<file path="src/rtl/instruction_pkg.sv">
`default_nettype none
// ============================================================================
// Module      : instruction_pkg
// Description : Opcode/funct3 constants, decoded-op enum, FSM state enum and
//               instruction field/immediate extraction helpers.
// Revision    : 1.0 - initial release
// ============================================================================
package instruction_pkg;

    typedef enum logic [1:0] {
        OP_NOP  = 2'd0,
        OP_ADDI = 2'd1,
        OP_BNE  = 2'd2,
        OP_LUI  = 2'd3
    } op_t;

    typedef enum logic {
        ST_RUN  = 1'b0,
        ST_HALT = 1'b1
    } state_t;

    localparam logic [6:0] OPC_OPIMM  = 7'b0010011;
    localparam logic [6:0] OPC_BRANCH = 7'b1100011;
    localparam logic [6:0] OPC_LUI    = 7'b0110111;

    localparam logic [2:0] F3_ADDI = 3'b000;
    localparam logic [2:0] F3_BNE  = 3'b001;

    function automatic logic [6:0] f_opcode(input logic [31:0] inst);
        return inst[6:0];
    endfunction

    function automatic logic [4:0] f_rd(input logic [31:0] inst);
        return inst[11:7];
    endfunction

    function automatic logic [2:0] f_funct3(input logic [31:0] inst);
        return inst[14:12];
    endfunction

    function automatic logic [4:0] f_rs1(input logic [31:0] inst);
        return inst[19:15];
    endfunction

    function automatic logic [4:0] f_rs2(input logic [31:0] inst);
        return inst[24:20];
    endfunction

    // I-type immediate, sign-extended to 32 bits
    function automatic logic [31:0] imm_i(input logic [31:0] inst);
        return {{20{inst[31]}}, inst[31:20]};
    endfunction

    // B-type immediate (byte offset, bit 0 always zero), sign-extended
    function automatic logic [31:0] imm_b(input logic [31:0] inst);
        return {{19{inst[31]}}, inst[31], inst[7], inst[30:25], inst[11:8], 1'b0};
    endfunction

    // U-type immediate, upper 20 bits in place
    function automatic logic [31:0] imm_u(input logic [31:0] inst);
        return {inst[31:12], 12'h000};
    endfunction

endpackage
`default_nettype wire

</file>
<file path="src/rtl/decode_scoreboard.sv">
`default_nettype none
// ============================================================================
// Module      : decode_scoreboard
// Description : Register busy vector. Set on issue, cleared on writeback or
//               when the owning instruction is flushed. x0 is never busy.
//               Queries see a same-cycle writeback clear as not busy.
// Revision    : 1.0 - initial release
// ============================================================================
module decode_scoreboard #(
    parameter int NREG = 32
) (
    input  logic       clk,
    input  logic       reset_n,
    input  logic       set_en,
    input  logic [4:0] set_rd,
    input  logic       wb_valid,
    input  logic [4:0] wb_rd,
    input  logic       flush_en,
    input  logic [4:0] flush_rd,
    input  logic [4:0] rs1_idx,
    input  logic [4:0] rs2_idx,
    input  logic [4:0] rd_idx,
    output logic       rs1_busy,
    output logic       rs2_busy,
    output logic       rd_busy
);

    logic [NREG-1:0] busy;
    logic [NREG-1:0] set_mask;
    logic [NREG-1:0] wb_mask;
    logic [NREG-1:0] flush_mask;
    logic [NREG-1:0] live;

    assign set_mask   = set_en   ? (NREG'(1) << set_rd)   : '0;
    assign wb_mask    = wb_valid ? (NREG'(1) << wb_rd)    : '0;
    assign flush_mask = flush_en ? (NREG'(1) << flush_rd) : '0;

    // Busy bits as seen this cycle, with any writeback already applied
    assign live = busy & ~wb_mask;

    assign rs1_busy = live[rs1_idx];
    assign rs2_busy = live[rs2_idx];
    assign rd_busy  = live[rd_idx];

    // Clears first, then set so a same-cycle issue keeps its register busy; bit 0 forced low
    always_ff @(posedge clk) begin
        if (!reset_n) begin
            busy <= '0;
        end else begin
            busy <= ((busy & ~wb_mask & ~flush_mask) | set_mask) & ~NREG'(1);
        end
    end

endmodule
`default_nettype wire

</file>
<file path="src/rtl/decode_stage.sv">
`default_nettype none
// ============================================================================
// Module      : decode_stage
// Description : Single-issue decode for ADDI/BNE/LUI with valid/ready in and
//               out, immediate generation, busy scoreboard hazard stall and
//               flush from execute.
//               Optional feature macro: DECODE_ILLEGAL_TRAP_EN - flag illegal
//               encodings and halt once one is handed to execute.
// Revision    : 1.0 - initial release
// ============================================================================
module decode_stage
    import instruction_pkg::*;
#(
    parameter int XLEN = 32,
    parameter int NREG = 32
) (
    input  logic            clk,
    input  logic            reset_n,
    input  logic            if_valid,
    output logic            if_ready,
    input  logic [XLEN-1:0] if_pc,
    input  logic [31:0]     if_inst,
    output logic            id_valid,
    input  logic            id_ready,
    output logic [XLEN-1:0] id_pc,
    output logic [1:0]      id_op,
    output logic [4:0]      id_rs1,
    output logic [4:0]      id_rs2,
    output logic [4:0]      id_rd,
    output logic            id_rd_we,
    output logic [XLEN-1:0] id_imm,
    output logic            id_illegal,
    input  logic            ex_flush,
    input  logic            wb_valid,
    input  logic [4:0]      wb_rd
);

    logic [6:0]      opcode;
    logic [2:0]      funct3;
    logic [4:0]      rs1;
    logic [4:0]      rs2;
    logic [4:0]      rd;
    op_t             op;
    logic [31:0]     imm32;
    logic [XLEN-1:0] imm;
    logic            rd_we;
    logic            use_rs1;
    logic            use_rs2;
    logic            rs1_busy;
    logic            rs2_busy;
    logic            rd_busy;
    logic            hazard;
    logic            run;
    logic            transfer;

    assign opcode = f_opcode(if_inst);
    assign funct3 = f_funct3(if_inst);
    assign rs1    = f_rs1(if_inst);
    assign rs2    = f_rs2(if_inst);
    assign rd     = f_rd(if_inst);

    // Decode the offered instruction; anything unrecognised falls out as a NOP
    always_comb begin
        op      = OP_NOP;
        imm32   = '0;
        rd_we   = 1'b0;
        use_rs1 = 1'b0;
        use_rs2 = 1'b0;
        if (opcode == OPC_OPIMM && funct3 == F3_ADDI) begin
            op      = OP_ADDI;
            imm32   = imm_i(if_inst);
            rd_we   = (rd != 5'd0);
            use_rs1 = 1'b1;
        end else if (opcode == OPC_BRANCH && funct3 == F3_BNE) begin
            op      = OP_BNE;
            imm32   = imm_b(if_inst);
            use_rs1 = 1'b1;
            use_rs2 = 1'b1;
        end else if (opcode == OPC_LUI) begin
            op      = OP_LUI;
            imm32   = imm_u(if_inst);
            rd_we   = (rd != 5'd0);
        end
    end

    assign imm = XLEN'($signed(imm32));

    assign hazard   = (use_rs1 & rs1_busy) | (use_rs2 & rs2_busy) | (rd_we & rd_busy);
    assign if_ready = run & ~ex_flush & ~hazard & (~id_valid | id_ready);
    assign transfer = if_valid & if_ready;

    decode_scoreboard #(
        .NREG (NREG)
    ) u_scoreboard (
        .clk      (clk),
        .reset_n  (reset_n),
        .set_en   (transfer & rd_we),
        .set_rd   (rd),
        .wb_valid (wb_valid),
        .wb_rd    (wb_rd),
        .flush_en (ex_flush & id_valid & id_rd_we),
        .flush_rd (id_rd),
        .rs1_idx  (rs1),
        .rs2_idx  (rs2),
        .rd_idx   (rd),
        .rs1_busy (rs1_busy),
        .rs2_busy (rs2_busy),
        .rd_busy  (rd_busy)
    );

`ifdef DECODE_ILLEGAL_TRAP_EN
    logic   illegal;
    state_t state;
    state_t state_next;

    assign illegal = (op == OP_NOP);
    assign run     = (state == ST_RUN);

    // Halt state register; only reset brings the stage back to RUN
    always_ff @(posedge clk) begin
        if (!reset_n) begin
            state <= ST_RUN;
        end else begin
            state <= state_next;
        end
    end

    // Enter HALT once a flagged entry is actually handed to execute
    always_comb begin
        state_next = state;
        if (state == ST_RUN && id_valid && id_ready && !ex_flush && id_illegal) begin
            state_next = ST_HALT;
        end
    end

    // Illegal flag travels alongside the rest of the output register
    always_ff @(posedge clk) begin
        if (!reset_n) begin
            id_illegal <= 1'b0;
        end else if (!ex_flush && transfer) begin
            id_illegal <= illegal;
        end
    end
`else
    assign run        = 1'b1;
    assign id_illegal = 1'b0;
`endif

    // Output pipeline register: flush kills, transfer loads, handoff empties
    always_ff @(posedge clk) begin
        if (!reset_n) begin
            id_valid <= 1'b0;
            id_pc    <= '0;
            id_op    <= OP_NOP;
            id_rs1   <= '0;
            id_rs2   <= '0;
            id_rd    <= '0;
            id_rd_we <= 1'b0;
            id_imm   <= '0;
        end else if (ex_flush) begin
            id_valid <= 1'b0;
        end else if (transfer) begin
            id_valid <= 1'b1;
            id_pc    <= if_pc;
            id_op    <= op;
            id_rs1   <= rs1;
            id_rs2   <= rs2;
            id_rd    <= rd;
            id_rd_we <= rd_we;
            id_imm   <= imm;
        end else if (id_ready) begin
            id_valid <= 1'b0;
        end
    end

endmodule
`default_nettype wire

</file>
<file path="config.mk">
export PLATFORM = sky130hd
export DESIGN_NAME = decode_stage
export DESIGN_NICKNAME = d
export VERILOG_FILES = /design/src/rtl/instruction_pkg.sv /design/src/rtl/decode_scoreboard.sv /design/src/rtl/decode_stage.sv
export SDC_FILE = /design/constraint.sdc
export NUM_CORES = 1
export LEC_CHECK = 0
export BUFFER_PORTS_ARGS = -buffer_cell sky130_fd_sc_hd__buf_2
export CAP_MARGIN = 10
export CORE_MARGIN = 10
export CORE_UTILIZATION = 44
export DETAILED_ROUTE_END_ITERATION = 12
export PLACE_DENSITY = 0.71
export SLEW_MARGIN = 20
export SYNTH_ARGS = -nofsm -noshare
export SYNTH_HDL_FRONTEND = slang
export SYNTH_HIERARCHICAL = 1
export SYNTH_SLANG_ARGS = --single-unit
</file>
<file path="constraint.sdc">
create_clock -name clk -period 2.9 [get_ports clk]
set_input_delay 0.145 -clock clk [delete_from_list [all_inputs] [get_ports clk]]
set_output_delay 0.145 -clock clk [all_outputs]
set_load 0.02 [all_outputs]
</file>
# Yosys cells after proc, flatten, opt, wreduce, memory -nomap -nowiden
# Index checks and enable logic that the tools add are counted.
# totals
regBits	115
out_inout_bits	85
word_cells	71
# classes
magnitude_cmp	3
n_eq_ne	4
shift	3
n_mux	23
n_bitwise	21
reduce_logical	7
# ops
operator	n
$mux W32	6
$shl A1 B5 Y32 const A	3
$and A32 B32 Y32	2
$not A32 Y32	2
$or A32 B32 Y32	1
$lt A5 B6 Y1 const B	3
$bmux W1 S5	3
$mux W1	11
$and A1 B1 Y1	9
$eq A7 B5 Y1 const B	1
$eq A7 B6 Y1 const B	1
$eq A7 B7 Y1 const B	1
$mux W2	3
$reduce_bool A5 Y1	1
$not A1 Y1	4
$eq A3 B1 Y1 const B	1
$logic_not A3 Y1	1
$or A1 B1 Y1	3
$logic_and A1 B1 Y1	2
$reduce_and A2 Y1	1
$reduce_bool A2 Y1	1
$reduce_or A2 Y1	1

# Logic depth before layout (Yosys ltp)
# Gate-level depths: netlist (run 1).
# logic_depth
ltp_word	16
depth_mapped	17
ltp_nobuf	14

# Cells and area by module
# Netlist (run 1), hierarchy kept.
# by_module_without_submodules
module	n_inst	cells_each	area_each_um2	seq_area_each_um2
decode_stage	1	381	3578.4	1661.6
decode_scoreboard	1	398	2805.2	620.6

# Worst setup path before layout (run 1)
# OpenSTA, ideal clock, no wires.
# synth_timing
path_type	input to register
from	in wb_rd[2]
to	reg u_scoreboard.busy[14]
setup_ps	65
arrival_time_ps	3110
slack_ps	-275
path_stages	15
path_buffers	1
path_cell_list	or4b_1 > or2_0 > o2111ai_1 > nand3_1 > a311o_1 > a2bb2oi_1 > o21a_1 > o21a_1 > nor3_2 > buf_2 > and3_1 > nand2_1 > nor3_1 > a21oi_1 > nor2b_1
# synth_via
elab_chain_cells	16
elab_cells_between_ends	23
# synth_rtl
item	line	rtl
start, declared	decode_stage.sv:35	input logic [4:0] wb_rd
$shl A1 B5 Y32	decode_scoreboard.sv:35	assign wb_mask = wb_valid ? (NREG'(1) << wb_rd) : '0;
$mux W32	decode_scoreboard.sv:35	
$not A32 Y32	decode_scoreboard.sv:39	assign live = busy & ~wb_mask;
$and A32 B32 Y32	decode_scoreboard.sv:39	
$bmux W1 S5	decode_scoreboard.sv:42	assign rs2_busy = live[rs2_idx];
$mux W1 (not written as such)	decode_scoreboard.sv:42	
named net rs2_busy	decode_stage.sv:50	logic rs2_busy;
$and A1 B1 Y1	decode_stage.sv:88	assign hazard = (use_rs1 & rs1_busy) | (use_rs2 & rs2_busy) | (rd_we & rd_busy);
$or A1 B1 Y1 (2 in a row)	decode_stage.sv:88	
$not A1 Y1	decode_stage.sv:89	assign if_ready = run & ~ex_flush & ~hazard & (~id_valid | id_ready);
$and A1 B1 Y1 (2 in a row)	decode_stage.sv:89	
$and A1 B1 Y1	decode_stage.sv:90	assign transfer = if_valid & if_ready;
$and A1 B1 Y1	decode_stage.sv:97	.set_en (transfer & rd_we),
$mux W32	decode_scoreboard.sv:34	assign set_mask = set_en ? (NREG'(1) << set_rd) : '0;
$or A32 B32 Y32	decode_scoreboard.sv:50	busy <= ((busy & ~wb_mask & ~flush_mask) | set_mask) & ~NREG'(1);
end signal, assigned	decode_scoreboard.sv:50	
end, declared	decode_scoreboard.sv:28	logic [NREG-1:0] busy;
# The timed path passes the listed nets, and every way through them passes these cells. The select of a mux whose other input is x is not followed.
# A chain may end at the register's enable or synchronous reset.

# Worst setup path after layout (run 1)
# layout_timing
from	reg u_scoreboard.busy[28]
to	out if_ready
# layout_via
elab_chain_cells	9
elab_cells_between_ends	15
# layout_rtl
item	line	rtl
$and A32 B32 Y32	decode_scoreboard.sv:39	
$bmux W1 S5	decode_scoreboard.sv:41	assign rs1_busy = live[rs1_idx];
$mux W1 (not written as such)	decode_scoreboard.sv:41	
named net rs1_busy	decode_stage.sv:49	logic rs1_busy;
$and A1 B1 Y1	decode_stage.sv:88	
$or A1 B1 Y1 (2 in a row)	decode_stage.sv:88	
$not A1 Y1	decode_stage.sv:89	
$and A1 B1 Y1 (2 in a row)	decode_stage.sv:89	
end, declared	decode_stage.sv:20	output logic if_ready,
# The timed path passes the listed nets, and every way through them passes these cells. The select of a mux whose other input is x is not followed.

==> results of run 1 <==
-- worst max-delay path, cell delays in order, from the launching register on --
cell and delay (ns):
dfxtp_2 0.35, mux2i_2 0.22, or2_2 0.17, a21oi_2 0.06
a2111oi_4 0.35, nor3_2 0.09, o22a_2 0.25, o21a_1 0.23
buf_4 0.15, nor4_4 0.19, buf_4 0.18
-- power by group --
part           internal (mW)  switching (mW)
sequential              1.62          0.0322
clock                   1.23           0.841
combinational          0.274           0.392
-- Yosys cell counts (all sizes together), types with 2 or more instances --
cell type,n
nand4,7
nand3,11
xor2,6
nor3,17
or3,2
nand2b,11
mux2,5
o211ai,3
and2,21
or2,7
a211o,4
mux4,2
and3,2
o2111ai,7
nor2,43
dfxtp,114
buf,17
a22o,5
nand3b,4
nor3b,4
nand4bb,2
o21ai,33
a211oi,3
o31ai,2
a31oi,12
or4b,2
a32oi,5
o22ai,2
nor2b,40
o221a,19
a22oi,5
o21a,4
mux2i,75
inv,8
a2bb2oi,2
o31a,3
a21oi,44
clkbuf,40
nand2,157
nand4b,5
o221ai,3
a2111oi,5
-- worst paths after layout --
kind / from / to / slack, ns / cells past startpoint
max: u_scoreboard/busy[28] / if_ready / 0.08 / 10
min: if_inst[26] / id_imm[6] / 0.03 / 3
max reg2reg: u_scoreboard/busy[28] / u_scoreboard/busy[2] / 0.11 / 13
min reg2reg: id_pc[1] / id_pc[1] / 0.45 / 2
-- through the flow --
step / setup TNS (ns) / hold slack [ns] / utilization
3_3_place_gp: -23.24 / 0.393 / 0.559
2_1_floorplan: -0.387 / 0.287 / -
3_5_place_dp: -26.75 / 0.397 / 0.559
4_1_cts: 0 / 0.0120 / 0.627
6_report: 0 / 0.0266 / 0.633
5_1_grt: -0.0230 / 0.0544 / 0.633
-- flip-flops by register name, indices dropped and copies added (netlist names) --
signal / count
u_scoreboard/busy: 31
id_valid: 1
id_rd_we: 1
id_rd: 5
id_pc: 32
id_rs1: 5
id_rs2: 5
id_imm: 32
id_op: 2
-- kinds of logic (layout without fill, tap and decap cells) --
family / count (synthesis) / after routing / synth area share
mux: 82 / 82 / 0.133
flops: 114 / 114 / 0.358
simple gates: 340 / 340 / 0.260
xor+xnor: 6 / 6 / 0.00823
compound gates: 171 / 171 / 0.190
buf+inv: 65 / 318 / 0.0504
other cells: 1 / 1 / 0.000587
-- per-layer routing --
layer  wire (um)  share of wire  up-vias
met5           0              0        -
met4         857          0.035        0
met3        2470           0.10       65
met2       11000           0.45      370
met1       10400           0.42     3248
li1            -              -     3278
-- what timing repair did --
action,CTS,global route
gates resized for setup,4,17
endpoints found under the setup margin,5,57
pin swaps,2,7
hold buffers,37,0
endpoints found under the hold margin,37,0
setup buffers,0,1
-- area by class of cell --
cell class	count	area [um2]	area share
Clock buffer	18	439	0.0494
Timing Repair Buffer	278	1840	0.207
Inverter	8	30.0	0.00338
Sequential cell	114	2280	0.257
Multi-Input combinational cell	600	3930	0.442
Tap cell	180	225	0.0253
Clock inverter	14	143	0.0160
==> reports/results.txt, run 1 <==
Peak VDD IR = 0.000360 V
Post-route ant nets = 0
Worst Hold Class = primary input to flop
Final HPWL DP = 17800 um
Via count = 6961
Fraction of registers with async set/reset = 0
GPL Wtd Cong = 0.958
Tcrit/Tclk final = 0.973
Met3 usage = 0.0774
Design Area, Final = 8890 um2
# IOs = 160
GRT busiest layer = met2
Net Count, Synth = 854
Final Skew = 0.00939 ns
CTS Buffer Depth = 2
Initial antenna violation count = 0
N_diodes = 0
Synth warn = 6
Total GRT Usage = 0.239
Largest area contributor in the netlist = dfxtp_1
Worst EP required = 2.76 ns
Mapped Cells = 779
Max Transition Viols Final = 0
NumNets Final = 1094
Clk_lat worst skew = 0.42 ns
GR Util met2 = 0.366
Most frequent cells in the layout = buf_2 (156), nand2_1 (155), dfxtp_1 (112)
Die width = 140 um
Synth cell types = 68
Synth Flop Type = dfxtp_1
TritonCTS Buffers = 17
Setup-failing EPs final = 0
# fillers = 1183
Design Power = 4.38 mW
H-Tree Depth = 4
Worst Path Max Fanout = 4
CTS tree = done
Reg clk slew, reported paths = 0.06 ns
Initial Util = 0.455
DRC = 0
Top cell type's share of synthesized area = 0.358
PortBufs = 158
Most common cell after layout, fill and taps aside = buf_2
Met1 Resource Use GR = 0.297
Die Y = 140 um
Placed insts = 1142
Post-synth EDFFs = 0
Via density = 5.74
Critical path launch point type = flop
Total Wirelength = 24700 um
Worst setup margin = 0.0797 ns
Largest net degree at the start of global routing = 102
Synthesized flop and latch total = 114
Arrival @ worst endpoint = 2.68 ns
CP Capture Type = primary output
Max transition margin = 0.385
FP Rows = 43
Layout area overhead = 39.2%
Non-filler cells, final = 1212
Largest cells by area after synthesis = dfxtp_1 (36%), mux2i_1 (12%), nand2_1 (9.2%), nor2b_1 (3.9%), a21oi_1 (3.4%)
Lkg Pwr = 3.78 nW
Vias in the first global route = 6874
Power Dens Cells = 493 nW/um2
Die area = 19700 um2
Worst-Margin Slew = 0.921 ns
Pre-CTS setup slack = -0.349 ns
Total grt overflow = 0
Root Buffer = clkbuf_16
CTS Sinks = 114
Crit path time final = 2.82 ns
Setup CP Type = flop to primary output
Maxcap violations = 0
Ratio of cells with drive above 1 in the final layout = 0.316
DRT Pass-1 Iters = 6
Core ar. = 14000 um2
WL/cell = 20.4 um
DR iter-0 viols = 725
Outcome = completed
Max Freq = 355 MHz
Avg Cell Area, Syn = 8.19 um2
First-pass GRT wire length = 37900 um
Mapped cell area = 6380 um2
Placed cell area = 7850 um2
Fin. Hold Viols = 0
Part of the Yosys area used for sequential elements = 0.358
(Power assumes the default switching activity.)
==> inputs of run 2 (changes only) <==
==> constraint.sdc (replaced) <==
create_clock -name clk -period 2.9 [get_ports clk]
set_input_delay 0.435 -clock clk [delete_from_list [all_inputs] [get_ports clk]]
set_output_delay 0.435 -clock clk [all_outputs]
set_load 0.02 [all_outputs]
==> run 2 against run 1 <==
  * The run now ends with setup timing left
  * Flip-flop and latch count unchanged
  * Final cell count about the same
  * Hold slack improved by 0.24 ns
  * Register-to-register slack worse by 0.28 ns
  * Utilization is 1.7 points higher
  * Sequential share of layout area down 0.71 points
  * Combinational power increased by 2%
  * Non-clock buffer count grew 2
  * Global-route usage up 0.91 points
==> reports/results.txt, run 2 (synthesized netlist as in run 1, its figures left out) <==
Outcome = finished, violations left
Violated checks = setup timing
First-pass GRT wire length = 38900 um
Non-filler cells, final = 1213
RSZ-0062 raised after global routing = true
Die area = 19700 um2
Most common cell after layout, fill and taps aside = nand2_1
CP Capture Type = primary output
Placed insts = 1175
Largest net degree at the start of global routing = 167
Worst Path Max Fanout = 4
FP Rows = 43
Die width = 140 um
DR iter-0 viols = 584
CP delay by family, top = compound AO/OA/AOI/OAI gates
Reg clk slew, reported paths = 0.05 ns
Max Freq = 311 MHz
Worst EP required = 2.47 ns
Setup CP Type = primary input to primary output
Biggest registers after layout = id_imm (32), id_pc (32), u_scoreboard/busy (31)
CTS Sinks = 114
Worst setup margin = -0.313 ns
CTS Buffer Depth = 2
Tcrit/Tclk final = 1.11
Vias in the first global route = 6911
Initial Util = 0.455
# fillers = 1209
Post-route ant nets = 0
Design Power = 4.62 mW
Final HPWL DP = 18500 um
Total grt overflow = 0
Die Y = 140 um
Maxcap violations = 0
Via count = 6997
CTS tree = done
Most frequent cells in the layout = nand2_1 (156), buf_2 (155), dfxtp_1 (114)
TritonCTS Buffers = 17
Worst Hold Class = primary input to flop
Clk_lat worst skew = 0.42 ns
Total GRT Usage = 0.248
Crit-path slowest cell = a2111oi_0
Ratio of cells with drive above 1 in the final layout = 0.366
Max Transition Viols Final = 0
Peak VDD IR = 0.000362 V
Initial antenna violation count = 1
NumNets Final = 1096
PortBufs = 158
DRC = 0
Lkg Pwr = 3.92 nW
Hold buffers post-CTS = 0
Final Skew = 0.0110 ns
Critical path's largest stage delay = 0.43 ns
# IOs = 160
Worst-Margin Slew = 1.12 ns
H-Tree Depth = 4
Setup-failing EPs final = 104
Core ar. = 14000 um2
Total Wirelength = 25500 um
Crit-path most repeated cell = buf_4
Root Buffer = clkbuf_16
Max transition margin = 0.248
WL/cell = 21.0 um
GPL Wtd Cong = 1.05
Power Dens Cells = 506 nW/um2
Crit path time final = 3.21 ns
Critical path launch point type = primary input
N_diodes = 0
Fin. Hold Viols = 0
Layout area overhead = 43.1%
Via density = 5.77
Crit-path cells = buf_2 -> buf_4 -> nand4bb_2 -> o21a_2 -> a2111oi_0 -> nor3_1 -> o22a_1 -> o21a_1 -> nor4_2 -> buf_4
Buf/Inv on CP = 3
DRT Pass-1 Iters = 6
Arrival @ worst endpoint = 2.78 ns
run 2: worst register-to-register path: stages (launching register included):
cell	delay, ns
dfxtp_1	0.37
mux2_2	0.29
nand2_1	0.08
nor2_1	0.04
a2111oi_1	0.45
nor3_1	0.13
o22a_1	0.24
o21a_1	0.24
buf_6	0.13
nor3_4	0.17
and3_4	0.28
nand2_8	0.09
nor3_4	0.21
a21oi_1	0.12
nor2b_1	0.15
run 2: power by group:
group	internal, mW	switching [mW]	leakage [nW]
sequential	1.62	0.0322	0.927
combinational	0.285	0.391	2.68
clock	1.56	0.733	0.313
total	3.46	1.16	3.92
run 2: cell type report:
class                      instances  area, um2  area share
multi-input combinational        600       4090       0.448
sequential                       114       2280       0.250
timing repair buffer             280       1860       0.204
clock buffer                      21        460      0.0504
tap                              180        225      0.0247
clock inverter                    10        181      0.0199
inverter                           8       30.0     0.00329
run 2: per-stage QoR:
stage	utilization	worst slack (ns)	TNS (ns)	hold WS, ns	area [um2]
global route	0.650	-0.453	-25.08	0.261	9130
floorplan	-	-0.377	-14.69	0.520	6550
detailed placement	0.584	-0.728	-66.11	0.445	8200
global placement	0.584	-0.790	-72.65	0.440	8200
finish	0.650	-0.313	-11.32	0.262	9130
CTS	0.647	-0.302	-20.30	0.253	9080
run 2: per-layer routing:
layer  GRT usage  routed length, um
met1       0.306              10400
met2       0.397              11800
met4       0.108               1090
met5           0                  0
met3      0.0619               2200
run 2: final timing paths:
path,from,to,slack (ns),cells after the start
hold reg to reg,id_pc[20],id_pc[20],0.45,2
setup reg to reg,u_scoreboard/busy[31],u_scoreboard/busy[14],-0.17,14
setup / recovery,wb_rd[4],if_ready,-0.31,10
hold / removal,if_pc[31],id_pc[31],0.26,3
run 2: what timing repair did:
item | CTS | global route
cloned | 3 | 0
endpoints found under the setup margin | 115 | 115
gates resized for setup | 36 | 15
buffers inserted | 6 | 0
pin swaps | 26 | 2
